===== src/rtl/instr_encoder_if.sv =====
`default_nettype none
// instr_encoder_if: host request channel plus instruction-memory write port.
// The host loader drives the master side; instr_encoder drives the slave side.
interface instr_encoder_if #(
  parameter int ADDR_W = 8
) ();
  logic              req_valid;
  logic              req_ready;
  logic [4:0]        req_op;
  logic [3:0]        req_operand;
  logic              req_last;
  logic              mem_we;
  logic [ADDR_W-1:0] mem_addr;
  logic [8:0]        mem_wdata;

  modport master (
    output req_valid, req_op, req_operand, req_last,
    input  req_ready, mem_we, mem_addr, mem_wdata
  );

  modport slave (
    input  req_valid, req_op, req_operand, req_last,
    output req_ready, mem_we, mem_addr, mem_wdata
  );
endinterface
`default_nettype wire


===== src/rtl/instr_encoder.sv =====
`default_nettype none
// instr_encoder: legalises and encodes host requests into {op,operand} words, buffers them
// and streams them to instruction memory. Define ALIGN_PAD_EN to NOP-pad to a 4-word boundary (ADDR_W >= 2).
module instr_encoder #(
  parameter int                FIFO_DEPTH = 4,
  parameter int                ADDR_W     = 8,
  parameter logic [ADDR_W-1:0] BASE_ADDR  = '0
) (
  input  wire logic              clk_i,
  input  wire logic              rst_ni,
  input  wire logic              start_i,
  instr_encoder_if.slave         bus,
  output logic                   busy_o,
  output logic                   done_o,
  output logic                   err_illegal_o,
  output logic [ADDR_W-1:0]      word_count_o
);

  localparam int PW = $clog2(FIFO_DEPTH);

  typedef enum logic [1:0] {S_IDLE, S_LOAD, S_PAD, S_DONE} state_t;

  state_t            state_q;
  logic [8:0]        fifo_q [FIFO_DEPTH];
  logic [PW-1:0]     wr_ptr_q, rd_ptr_q;
  logic [PW:0]       count_q, count_d;
  logic              last_seen_q, busy_q, done_q, err_q;
  logic [ADDR_W-1:0] addr_q, addr_d, wcount_q, wcount_d;

  logic       illegal, full, empty, push, pop, pad_we, write, drain, need_pad, start_ok;
  logic [8:0] enc_word;

  // Unassigned opcodes are 10010..10101; they collapse to a bare NOP.
  assign illegal  = ((bus.req_op[4:2] == 3'b100) &&  bus.req_op[1]) ||
                    ((bus.req_op[4:2] == 3'b101) && !bus.req_op[1]);
  assign enc_word = illegal ? 9'h000 : {bus.req_op, bus.req_operand};

  assign full     = (count_q == (PW+1)'(FIFO_DEPTH));
  assign empty    = (count_q == '0);
  assign start_ok = start_i && ((state_q == S_IDLE) || (state_q == S_DONE));

  assign bus.req_ready = (state_q == S_LOAD) && !full && !last_seen_q;
  assign push          = bus.req_valid && bus.req_ready;
  assign pop           = (state_q == S_LOAD) && !empty;
  assign drain         = (state_q == S_LOAD) && last_seen_q && empty;

`ifdef ALIGN_PAD_EN
  assign pad_we   = (state_q == S_PAD);
  assign need_pad = (addr_q[1:0] != 2'b00);
`else
  assign pad_we   = 1'b0;
  assign need_pad = 1'b0;
`endif

  assign write         = pop || pad_we;
  assign bus.mem_we    = write;
  assign bus.mem_addr  = addr_q;
  assign bus.mem_wdata = pop ? fifo_q[rd_ptr_q] : 9'h000;

  assign busy_o        = busy_q;
  assign done_o        = done_q;
  assign err_illegal_o = err_q;
  assign word_count_o  = wcount_q;

  always_comb begin
    addr_d   = addr_q;
    wcount_d = wcount_q;
    count_d  = count_q;
    if (start_ok) begin
      addr_d   = BASE_ADDR;
      wcount_d = '0;
    end else if (write) begin
      addr_d   = addr_q + ADDR_W'(1);
      wcount_d = (wcount_q == '1) ? wcount_q : wcount_q + ADDR_W'(1);
    end
    case ({push, pop})
      2'b10:   count_d = count_q + (PW+1)'(1);
      2'b01:   count_d = count_q - (PW+1)'(1);
      default: count_d = count_q;
    endcase
  end

  // Storage carries no reset; occupancy and pointers alone define validity.
  always_ff @(posedge clk_i) begin
    if (push) fifo_q[wr_ptr_q] <= enc_word;
  end

  always_ff @(posedge clk_i or negedge rst_ni) begin
    if (!rst_ni) begin
      state_q     <= S_IDLE;
      busy_q      <= 1'b0;
      done_q      <= 1'b0;
      err_q       <= 1'b0;
      last_seen_q <= 1'b0;
      wr_ptr_q    <= '0;
      rd_ptr_q    <= '0;
      count_q     <= '0;
      addr_q      <= BASE_ADDR;
      wcount_q    <= '0;
    end else begin
      addr_q   <= addr_d;
      wcount_q <= wcount_d;
      count_q  <= count_d;
      if (push) wr_ptr_q <= wr_ptr_q + PW'(1);
      if (pop)  rd_ptr_q <= rd_ptr_q + PW'(1);
      case (state_q)
        S_IDLE, S_DONE: begin
          if (start_i) begin
            state_q     <= S_LOAD;
            busy_q      <= 1'b1;
            done_q      <= 1'b0;
            err_q       <= 1'b0;
            last_seen_q <= 1'b0;
          end
        end
        S_LOAD: begin
          if (push && bus.req_last) last_seen_q <= 1'b1;
          if (push && illegal)      err_q       <= 1'b1;
          if (drain) begin
            if (need_pad) begin
              state_q <= S_PAD;
            end else begin
              state_q <= S_DONE;
              busy_q  <= 1'b0;
              done_q  <= 1'b1;
            end
          end
        end
`ifdef ALIGN_PAD_EN
        S_PAD: begin
          if (addr_d[1:0] == 2'b00) begin
            state_q <= S_DONE;
            busy_q  <= 1'b0;
            done_q  <= 1'b1;
          end
        end
`endif
        default: state_q <= S_IDLE;
      endcase
    end
  end

endmodule
`default_nettype wire


===== src/flat_wrapper.sv =====
// flat-port wrapper written by rule: the top's interface ports become plain ports
module instr_encoder_flat 
#(
  parameter int                FIFO_DEPTH = 4,
  parameter int                ADDR_W     = 8,
  parameter logic [ADDR_W-1:0] BASE_ADDR  = '0
)
  (clk_i, rst_ni, start_i, busy_o, done_o, err_illegal_o, word_count_o, bus_req_valid, bus_req_op, bus_req_operand, bus_req_last, bus_req_ready, bus_mem_we, bus_mem_addr, bus_mem_wdata);
  instr_encoder_if #(.ADDR_W(ADDR_W)) bus_i ();
  input  wire logic clk_i;
  input  wire logic rst_ni;
  input  wire logic start_i;
  output logic busy_o;
  output logic done_o;
  output logic err_illegal_o;
  output logic [ADDR_W-1:0] word_count_o;
  input wire logic [$bits(bus_i.req_valid)-1:0] bus_req_valid;
  input wire logic [$bits(bus_i.req_op)-1:0] bus_req_op;
  input wire logic [$bits(bus_i.req_operand)-1:0] bus_req_operand;
  input wire logic [$bits(bus_i.req_last)-1:0] bus_req_last;
  output wire logic [$bits(bus_i.req_ready)-1:0] bus_req_ready;
  output wire logic [$bits(bus_i.mem_we)-1:0] bus_mem_we;
  output wire logic [$bits(bus_i.mem_addr)-1:0] bus_mem_addr;
  output wire logic [$bits(bus_i.mem_wdata)-1:0] bus_mem_wdata;
  assign bus_i.req_valid = bus_req_valid;
  assign bus_i.req_op = bus_req_op;
  assign bus_i.req_operand = bus_req_operand;
  assign bus_i.req_last = bus_req_last;
  assign bus_req_ready = bus_i.req_ready;
  assign bus_mem_we = bus_i.mem_we;
  assign bus_mem_addr = bus_i.mem_addr;
  assign bus_mem_wdata = bus_i.mem_wdata;
  instr_encoder #(.FIFO_DEPTH(FIFO_DEPTH), .ADDR_W(ADDR_W), .BASE_ADDR(BASE_ADDR)) u_core (.clk_i(clk_i), .rst_ni(rst_ni), .start_i(start_i), .bus(bus_i), .busy_o(busy_o), .done_o(done_o), .err_illegal_o(err_illegal_o), .word_count_o(word_count_o));
endmodule

===== config.mk =====
export PLATFORM = sky130hd
export DESIGN_NAME = instr_encoder_flat
export DESIGN_NICKNAME = d
export VERILOG_FILES = /design/src/rtl/instr_encoder_if.sv /design/src/rtl/instr_encoder.sv /design/src/flat_wrapper.sv
export SDC_FILE = /design/constraint.sdc
export NUM_CORES = 1
export LEC_CHECK = 0
export BUFFER_PORTS_ARGS = -buffer_cell sky130_fd_sc_hd__buf_2
export CAP_MARGIN = 20
export CORE_MARGIN = 4
export CORE_UTILIZATION = 45
export CTS_CLUSTER_SIZE = 30
export DETAILED_ROUTE_END_ITERATION = 7
export GPL_TIMING_DRIVEN = 0
export PLACE_DENSITY = 0.7
export SYNTH_ARGS = -nofsm -noshare
export SYNTH_HDL_FRONTEND = slang
export SYNTH_SLANG_ARGS = --single-unit

===== constraint.sdc =====
create_clock -name clk_i -period 2.3 [get_ports clk_i]
set_clock_uncertainty 0.1 [all_clocks]
set_input_delay 0 -clock clk_i [delete_from_list [all_inputs] [get_ports clk_i]]
set_output_delay 0 -clock clk_i [all_outputs]
set_load 0.01 [all_outputs]

; ---- After elaboration in Yosys (flattened, before gate mapping)
; Memory sizes are Yosys's and may differ from the RTL's.
; Cells that the tools add are included.
[classes]
n_mux = 23
n_reduce_logical = 28
add_sub_neg = 6
n_eq_ne = 13
[op_table]
columns = op, n
row1 = $mux W8, 5
row2 = $mux W9, 2
row3 = $add A8 B1 Y8 const B, 2
row4 = $logic_and A1 B1 Y1, 11
row5 = $eq A3 B3 Y1 const B, 3
row6 = $reduce_and A3 Y1, 3
row7 = $eq A8 B8 Y1 const B, 1
row8 = $mux W1, 8
row9 = $pmux W1 S2, 4
row10 = $ne A2 B2 Y1 const B, 3
row11 = $pmux W3 S2, 1
row12 = $reduce_bool A2 Y1, 3
row13 = $add A2 B1 Y2 const B, 2
row14 = $eq A2 B1 Y1 const B, 2
row15 = $eq A2 B2 Y1 const B, 2
row16 = $logic_not A1 Y1, 4
row17 = $mux W2, 2
row18 = $ne A2 B1 Y1 const B, 2
row19 = $pmux W2 S2, 1
row20 = $reduce_and A2 Y1, 2
row21 = $add A3 B1 Y3 const B, 1
row22 = $logic_not A3 Y1, 1
row23 = $sub A3 B1 Y3 const B, 1
row24 = $logic_not A2 Y1, 1
row25 = 2 further kinds, 3
[word_totals]
reg_bits = 29
mem_count = 1
input_bits = 14
elab_cells = 81
output_inout_bits = 30
mem_bits_rw = 36
[memory_table]
columns = name, words, word_bits, rd, rd_clocked_by_memory_dff, wr, line
row1 = u_core.fifo_q, 4, 9, 1, 0, 1, instr_encoder.sv:24  ; logic [8:0] fifo_q [FIFO_DEPTH];

; ---- Depth between registers and ports, before layout
; Gate-level depths: netlist of run 1.
[logic_depth]
ltp_word = 8
mapped_depth = 11
ltp_nobuf = 11

; ---- Worst setup path before layout of run 1
; OpenSTA, ideal clock, no wires.
[synth_path]
kind = register to register
from = register u_core.state_q[1]
to = register u_core.count_q[2]
setup_slack_ns = -0.130
setup_ns = 0.079
arrival_ns = 2.251
n_path_buf = 1
required_time_ns = 2.121
path_stages_with_launch = 12
period_less_slack_ns = 2.430
path_cell_list = dfrtp_1 > inv_1 > ha_1 > o31ai_2 > clkinv_1 > clkbuf_1 > ha_1 > inv_1 > fa_1 > xor2_1 > nor2_1 > xor2_1
[synth_between]
word_cells_on_any_way = 9
cone_classes = eq/ne: 3 / mux: 1 / reduce/logical: 5
[synth_lines]
columns = element, line
row1 = from (decl), instr_encoder.sv:23  ; state_t state_q;
row2 = from (signal assigned), instr_encoder.sv:90  ; state_q <= S_IDLE;
row3 = from (signal assigned), instr_encoder.sv:109  ; state_q <= S_LOAD;
row4 = from (signal assigned), instr_encoder.sv:121  ; state_q <= S_PAD;
row5 = $eq A2 B1 Y1 (*), instr_encoder.sv:44  ; assign pop = (state_q == S_LOAD) && !empty;
row6 = $logic_and A1 B1 Y1 (*), instr_encoder.sv:44
row7 = via bus_mem_we, flat_wrapper.sv:22  ; output wire logic [$bits(bus_i.mem_we)-1:0] bus_mem_we;
row8 = $eq A2 B1 Y1 / $eq A2 B2 Y1 (equally long branches), instr_encoder.sv:76  ; case ({push, pop})
row9 = $pmux W3 S2 / $reduce_bool A2 Y1 (equally long branches), n/a
row10 = to (signal assigned), instr_encoder.sv:103  ; count_q <= count_d;
row11 = to (decl), instr_encoder.sv:26  ; logic [PW:0] count_q, count_d;
; Mark *: on every way through the listed nets, which the timed path passes. The rest lies on a longest branch.
; A chain may end at the register's enable or synchronous reset.

; ---- Worst setup path in the final report of run 1
[layout_path]
from = register u_core.count_q[2]
to = register u_core.count_q[2]
[layout_between]
elab_chain_cells = 7
word_cells_on_any_way = 14
cone_classes = add/sub: 2 / eq/ne: 3 / mux: 1 / reduce/logical: 8
[layout_lines]
columns = element, line
row1 = $eq A3 B3 Y1, instr_encoder.sv:38  ; assign full = (count_q == (PW+1)'(FIFO_DEPTH));
row2 = $logic_not A1 Y1, instr_encoder.sv:42  ; assign bus.req_ready = (state_q == S_LOAD) && !full && !last_seen_q;
row3 = $logic_and A1 B1 Y1 (2 in a row), instr_encoder.sv:42
row4 = $logic_and A1 B1 Y1, instr_encoder.sv:43  ; assign push = bus.req_valid && bus.req_ready;
row5 = $eq A2 B1 Y1 / $eq A2 B2 Y1 (equally long branches), instr_encoder.sv:76
row6 = $pmux W3 S2 / $reduce_bool A2 Y1 (equally long branches), n/a
; Several ways; a longest one is shown, not always the timed one.

==> run summary, run 1 <==
The flow ran to the end, and the final reports show no timing, DRC or antenna violations. Synthesis produced a netlist with a net count of 247. Launching element type of the critical path: a flip-flop.

In this run, the number of DRC markers left after iteration 0 of detailed routing was 108. The fraction of synthesized area in multiplexers was 0.0724. Walking the worst path, the cells encountered are o31ai_4 -> clkinv_4 -> ha_2 -> inv_1 -> fa_1 -> xor2_1 -> nor2_1 -> xor2_1. The final layout contains 321 nets. In this run, synthesis inferred 36 flip-flops with an integrated enable.

The sequential cell area fraction in the yosys report is 0.615, and the number of diodes added for antenna fixing is 0. The tools report the buffer type at the clock tree root as sky130_fd_sc_hd__clkbuf_8. The average wire per cell in the routed design is 14.6 um. The row count is 29, and the maximum achievable frequency is 0.466 GHz. Data required time of the critical path: 2.41 ns. For the number of standard cells in the layout, taps in and fillers out, the log shows 378.

The worst setup path is of the flip-flop to flip-flop kind. The number of global-route vias before repair is 2007, and the area taken by multi-input logic gates is 0.00109 sq mm. For the final worst hold slack, the log shows 0.117 ns. In this run, synthesis produced a sequential element count of 65.

The synthesized netlist contains 39 unique library cells. Summing internal, switching and leakage power gives 0.00445 W. Entering global routing, the biggest net connects 30 pins.

The total overflow reported by the global router is 0, and the highest cell delay on the worst timing path is 0.47 ns. For the total track usage, the log shows 0.159. Among all flip-flop cells after synthesis, the most frequent one is sky130_fd_sc_hd__edfxtp_1. Dividing the synthesized area by the synthesized cell count gives 13.2 sq um. TritonCTS built the clock tree.

The number of buffers inserted during clock tree synthesis was 9. 44 I/O pins were placed. The number of setup violations in the final report came out at 0. The main combinational cell family by area after synthesis is simple AND/OR/NAND/NOR gates.

For this run, design rule violations remaining after detail routing come to 0. The run gives 342 as the number of placed cells counting well taps. The library cell used most frequently in the layout, excluding fill and tap cells, is sky130_fd_sc_hd__buf_2.

The fraction of registers with async set or reset after synthesis was 0.446; the fill cell total of the finished layout was 518. At the worst endpoint, the arrival time is 2.25 ns. The H-tree generated during clock tree synthesis spans 3 levels. The area share of fa/ha/maj cells after synthesis works out to 0.0494.

The run gives 0.577 as the final design utilization. Type of the worst min-delay path: input pin to async pin. The starting density of the core was 0.462. The later-pin clock latency in the skew report was 0.33 ns; the shortest clock period the worst path allows after layout was 2.15 ns. The number of search-and-repair iterations in the first detailed-routing pass was 4.

The number of hold violations in the final report came out at 0. After detailed routing, the number of vias per cell comes to 5.15. For the number of max-capacitance violations reported, the log shows 0. Following the worst setup path forward leads to its endpoint at u_core.count_q[2]$_DFFE_PN0P_.

The logs give 0.00294 sq mm for the post-synthesis instance area and 0.577 for the relative slew slack. The post-route clock period utilization was 0.933; the slew at the pin with the worst max-slew slack was 0.635 ns. The number of port buffers is 43, and the overall die area is 0.00788 sq mm. The post-synthesis simple-gate area fraction came out at 0.131.

The floorplan step set the die height to 88.8 um. The die is 88.8 um wide. The instance area after placement was 0.00325 sq mm. Relative to the synthesized area, the layout overhead comes to 24.8%. After floorplanning, the core was sized to cover 0.00635 sq mm.

For the area of all placed cells without fillers, the log shows 0.00366 sq mm. In the synthesized netlist, the number of instances is 222. For this block, the via count after detailed routing is 1948. The total wirelength of the detailed-routed design is 5530 um. The number of max-slew violations in the final report was 0; the wire length of the first global-routing pass was 9270 um. The proportion of layout cells with a drive suffix above 1 works out to 0.272. Terminus of the critical flop-to-flop path: u_core.count_q[2]$_DFFE_PN0P_.

Summing all flip-flop and latch instances after layout gives 0.00181 sq mm. Ratio of total power to cell area: 1220 mW/mm^2. In the layout the commonest cells are sky130_fd_sc_hd__buf_2, sky130_fd_sc_hd__edfxtp_1, sky130_fd_sc_hd__dfrtp_1, sky130_fd_sc_hd__and2_1, sky130_fd_sc_hd__nand2_1. The slowest stage of the critical path belongs to the cell sky130_fd_sc_hd__dfrtp_1. The clock transition at the registers of the reported paths was 0.07 ns. The worst register-to-register path begins at u_core.count_q[2]$_DFFE_PN0P_. The share of the synthesized area in compound gates (AO/OA/AOI/OAI) is 0.0626, and the count of cells along the worst register-to-register path is 8. Along the worst path, the maximum fanout reaches 18. The HPWL after detailed placement is 3670 um.

VDD sags by at most 0.682 mV. The share of the synthesized netlist area taken by xor and xnor gates is 0.0447, and the initial antenna violation count is 0. The buffer levels on the longest clock path was 2.

The leakage power was 1.54 nW; the count of antenna-violating nets left after detailed routing was 0. Endpoint kind of the worst setup timing path: a flip-flop. At the end of routability-driven placement, the weighted congestion stood at 0.886.

The cell occurring most often along the worst timing path was sky130_fd_sc_hd__xor2_1. Source of the critical timing path: u_core.count_q[2]$_DFFE_PN0P_. The clock drives 65 sinks. The count of synthesis-stage warnings from yosys was 0; the slack of the worst reg-to-reg path was 0.15 ns. Setup repair after global routing left no endpoint under its margin.
-- Yosys cell counts, types with 2 or more instances --
library cell | number | area, sq um
sky130_fd_sc_hd__edfxtp_1 | 36 | 1080
sky130_fd_sc_hd__dfrtp_1 | 29 | 726
sky130_fd_sc_hd__and2_1 | 21 | 131
sky130_fd_sc_hd__nand2_1 | 16 | 60.1
sky130_fd_sc_hd__nor2_1 | 14 | 52.6
sky130_fd_sc_hd__a21oi_1 | 10 | 50.1
sky130_fd_sc_hd__ha_1 | 10 | 125
sky130_fd_sc_hd__inv_1 | 10 | 37.5
sky130_fd_sc_hd__xnor2_1 | 10 | 87.6
sky130_fd_sc_hd__mux4_2 | 9 | 203
sky130_fd_sc_hd__o21ai_0 | 8 | 40.0
sky130_fd_sc_hd__clkbuf_1 | 6 | 22.5
sky130_fd_sc_hd__nand3_1 | 6 | 30.0
sky130_fd_sc_hd__xor2_1 | 5 | 43.8
sky130_fd_sc_hd__and3_1 | 3 | 18.8
sky130_fd_sc_hd__nand2b_1 | 3 | 18.8
sky130_fd_sc_hd__nand4_1 | 2 | 12.5
sky130_fd_sc_hd__nor3_1 | 2 | 10.0
sky130_fd_sc_hd__or3_1 | 2 | 12.5
-- cell families after synthesis --
logic type      Yosys count
flops                    65
compound gates           28
buf+inv                  19
simple gates             74
mux                      10
xor+xnor                 15
fa+ha+maj                11
-- what timing repair did --
action                     4_1_cts  5_1_grt
hold endpoints to repair        71        0
setup buffers                    2        5
resized for setup                5        4
setup endpoints to repair       45       38
pin swaps                        1        2
hold buffers                    14        0
-- worst max-delay path: cells and delay by family, from the launching register on --
kind,cells,cell delay (ns)
buffers and inverters,2,0.29
flip-flops,1,0.47
AO/OA/AOI/OAI,1,0.39
XOR/XNOR,2,0.29
adder cells (fa/ha/maj),2,0.42
AND/OR/NAND/NOR,1,0.07
-- per-layer routing --
layer	share of wire	track usage
met1	0.42	0.190
met2	0.51	0.269
met3	0.046	0.0391
met4	0.025	0.0755
met5	0	0
-- through the flow --
stage,TNS (ns),worst slack [ns]
finish,0,0.155
CTS,0,0.0620
global route,0,0.00645
detailed placement,-5.70,-0.344
global placement,-4.21,-0.302
floorplan,0,0.0353
-- sequential cells by signal, summed over array words and instances, names as in the netlist, 2 cells and up --
register and flops:
u_core.fifo_q 36, u_core.bus.mem_addr 8, u_core.word_count_o 8, u_core.count_q 3
u_core.rd_ptr_q 2, u_core.state_q 2, u_core.wr_ptr_q 2
-- worst min-delay path by stage --
stage | to
floorplan | u_core.bus.mem_addr[0]$_DFFE_PN0P_
global placement | u_core.bus.mem_addr[5]$_DFFE_PN0P_
detailed placement | u_core.bus.mem_addr[6]$_DFFE_PN0P_
CTS | u_core.bus.mem_addr[6]$_DFFE_PN0P_
global route | u_core.bus.mem_addr[6]$_DFFE_PN0P_
finish | u_core.bus.mem_addr[6]$_DFFE_PN0P_
-- cell type report --
| type | instances | area share |
|---|---|---|
| buffer | 7 | 0.00751 |
| clock buffer | 10 | 0.0348 |
| clock inverter | 6 | 0.0161 |
| inverter | 11 | 0.0126 |
| multi-input combinational | 138 | 0.298 |
| sequential | 65 | 0.494 |
| tap | 77 | 0.0263 |
| timing repair buffer | 64 | 0.111 |
-- power by group --
| group | leakage [nW] | switching, W | internal (W) |
|---|---|---|---|
| registers | 0.695 | 0.000188 | 0.00151 |
| logic | 0.758 | 0.000991 | 0.000859 |
| clock network | 0.0897 | 0.000415 | 0.000493 |
Note: power is estimated with default switching activity, not from simulation.
==> run 2: changes to the inputs <==
CORE_UTILIZATION = 49   (was 45)
MAX_ROUTING_LAYER = met4   (was unset)
PLACE_DENSITY = 0.72   (was 0.7)
clock period = 2.1 ns   (was 2.3 ns; I/O delays follow)
==> run summary, run 2 (synthesized netlist as in run 1, its figures left out) <==
The total overflow reported by the global router was 0 (unchanged); the via total after detailed routing was 1960 (+0.62%). The number of buffers inserted during clock tree synthesis is 9 (unchanged), and the worst slack at placement is -0.212 ns (+0.132 ns). The run gives 0.0829 ns (-0.0716 ns) as the worst setup margin. TritonCTS built the clock tree. The later-pin clock latency in the skew report was 0.33 ns (about the same); the number of setup violations in the final report was 0 (unchanged). The leakage power was 1.56 nW (+1.4%); the final sum of negative setup slack was 0 ns (unchanged). The tools report the arrival time at the worst endpoint as 2.13 ns (-0.12 ns). For the maximum achievable frequency, the log shows 0.496 GHz (+6.4%). The area added between synthesis and finish is 25.4%. The number of global-route vias before repair was 1973 (-1.7%); the total core area was 0.00564 sq mm (-11%). For the initial antenna violation count, the log shows 0 (unchanged). Ranked by flip-flop count, first place goes to u_core.fifo_q.

The logs give 5540 um (about the same) for the total wirelength of the detailed-routed design and 0 (unchanged) for the number of remaining DRC errors. The horizontal die dimension was 85.4 um (-3.8%). For the relative slew slack, the log shows 0.553 (-0.0242).

The peak-usage layer in the global routing report is met2. For the global placement routability congestion, the log shows 0.789 (-11%). The tools report the buffer type at the clock tree root as sky130_fd_sc_hd__clkbuf_8. For the starting density of the core, the log shows 0.521 (+0.0581).

The clock transition at the registers of the reported paths was 0.06 ns (about the same); the number of diodes added for antenna fixing was 0 (unchanged). For the met2 track demand over resource in global routing, the log shows 0.272 (+0.00334). In the layout the commonest cells are sky130_fd_sc_hd__buf_2, sky130_fd_sc_hd__edfxtp_1, sky130_fd_sc_hd__dfrtp_1, sky130_fd_sc_hd__and2_1, sky130_fd_sc_hd__nand2_1. The number of port buffers was 43 (unchanged); the count of antenna-violating nets left after detailed routing was 0 (unchanged). The total track usage was 0.168 (+0.00869); the cell internal power dissipation was 0.00316 W (+11%). The fraction of power consumed by the clock network is 0.188 (-0.016), and the row count is 27 (-6.9%).

The tools report the endpoint kind of the worst setup timing path as a flip-flop. The number of max-slew violations in the final report is 0 (unchanged), and the number of flip-flops in the largest register is 36 (unchanged). The data required time of the critical path is 2.22 ns (-0.19 ns). The slew at the pin with the worst max-slew slack is 0.671 ns (+0.0363 ns).

The commonest non-fill, non-tap cell in the layout was sky130_fd_sc_hd__buf_2. For the number of standard cells in the layout, taps in and fillers out, the log shows 375 (-0.79%). The number of hold violations in the final report is 0 (unchanged), and the vertical die dimension is 85.4 um (-3.8%). The shortest clock period the worst path allows after layout came out at 2.02 ns (-0.128 ns). The tools report the number of max-capacitance violations reported as 0 (unchanged). The final design utilization was 0.652 (+0.0755). The number of search-and-repair iterations in the first detailed-routing pass came out at 4 (unchanged). The run finished with clean final reports.

The number of placed cells counting well taps was 337 (-1.5%); the overall die area was 0.00730 sq mm (-7.4%). The proportion of layout cells with a drive suffix above 1 works out to 0.304 (+0.0312). The tools report the launching element type of the critical path as a flip-flop. The switching share of total power works out to 0.359 (+0.000939). The tools report the pin count of the biggest net entering global routing as 30 (unchanged). Number of H-tree levels: 3 (unchanged).

The clock sink total was 65 (unchanged). The post-route clock period utilization was 0.961 (+0.0277). The logs give 2 (unchanged) for the buffer levels on the longest clock path and 0.0301 (-0.00901) for the global routing met3 resource utilization.

The maximum fanout along the worst path was 8 (-10). The area of all placed cells without fillers is 0.00368 sq mm (+0.48%), and the share of total power in combinational logic is 0.434 (+0.019). The wire length of the first global-routing pass was 9250 um (-0.23%).

The average wire per cell in the routed design is 14.8 um (+0.84%). The half-perimeter wire length of the detailed placement result was 3670 um (+0.19%); the final layout net count was 323 (+0.62%). The met1 layer usage reported by global route was 0.209 (+0.0187).

The tools report the top-level I/O count as 44 (unchanged). Violation count after the first detailed-routing iteration: 118 (+9.3%). The startpoint-to-endpoint class of the critical path was flip-flop to flip-flop. The instance area after placement is 0.00328 sq mm (+0.92%), and the portion of total power attributed to sequential cells is 0.378 (-0.003). The ratio of total power to cell area works out to 1340 mW/mm^2 (+10%). The type of the worst min-delay path was input pin to flip-flop. The via density per instance was 5.23 (+1.4%); the maximum VDD drop was 1.32 mV (+93%). The run gives 0.00177 W (+11%) as the net load switching power.
==> run 2: changes by cell type in the layout (fill, tap and decap cells not counted), sizes merged <==
cell | previous run | this run
buf | 52 | 55
bufinv | 1 | 0
clkinvlp | 2 | 0
clkbuf | 15 | 18
dlygate4sd3 | 14 | 13
==> run 2: worst max-delay path: stages, from the launching register on <==
cell	delay, ns
sky130_fd_sc_hd__dfrtp_1	0.40
sky130_fd_sc_hd__buf_4	0.14
sky130_fd_sc_hd__buf_4	0.12
sky130_fd_sc_hd__ha_1	0.32
sky130_fd_sc_hd__nand2b_1	0.13
sky130_fd_sc_hd__and3_1	0.16
sky130_fd_sc_hd__clkbuf_1	0.26
sky130_fd_sc_hd__nand2_1	0.09
sky130_fd_sc_hd__a22o_1	0.18
==> run 2: final cells by class <==
class	count	area (sq um)
Tap cell	72	90.1
Timing Repair Buffer	66	420
Fill cell	431	1960
Clock buffer	13	159
Multi-Input combinational cell	138	1110
Sequential cell	65	1810
Buffer	7	27.5
Clock inverter	3	15.0
Inverter	11	46.3
==> run 2: path summary, 6_finish.rpt <==
check                                              start                            endpoint  slack, ns  cells after the start
max                        u_core.state_q[1]$_DFFE_PN0P_           u_core.done_o$_DFFE_PN0P_       0.08                      8
min                                        bus_req_valid       u_core.count_q[0]$_DFFE_PN0P_       0.11                      6
max reg2reg                u_core.state_q[1]$_DFFE_PN0P_           u_core.done_o$_DFFE_PN0P_       0.08                      8
min reg2reg                    u_core.done_o$_DFFE_PN0P_           u_core.done_o$_DFFE_PN0P_       0.40                      1
max in group asynchronous                         rst_ni       u_core.state_q[0]$_DFFE_PN0P_       1.28                      2
min in group asynchronous                         rst_ni  u_core.bus.mem_addr[5]$_DFFE_PN0P_       0.14                      2
==> run 2: repair_timing <==
action                                  in CTS  in global routing
endpoints found under the setup margin      38                 38
gates cloned                                 0                  0
endpoints found under the hold margin       72                  0
hold buffers                                13                  0
buffers inserted                             8                  2
gates resized for setup                      4                  8
pin swaps                                    2                  4
==> run 2: stage by stage <==
stage	hold WS (ns)	total power, W
6_report	0.114	0.00494
5_1_grt	0.161	0.00530
3_3_place_gp	-0.0352	0.00376
4_1_cts	0.106	0.00491
2_1_floorplan	-0.396	0.00323
3_5_place_dp	-0.0293	0.00383
==> run 2: power groups by stage <==
| stage | clock network (W) | logic, W | registers (W) |
|---|---|---|---|
| after floorplan | 0 | 0.00134 | 0.00188 |
| after global placement | 0 | 0.00189 | 0.00187 |
| after detailed placement | 0 | 0.00195 | 0.00188 |
| after CTS | 0.000950 | 0.00210 | 0.00186 |
| after global routing | 0.00101 | 0.00240 | 0.00190 |
| final | 0.000929 | 0.00214 | 0.00186 |
==> run 2: layer usage <==
metal,wire length (um),vias to the layer above
li1,-,943
met1,2480,973
met2,2790,37
met3,183,7
met4,81,0
met5,0,-
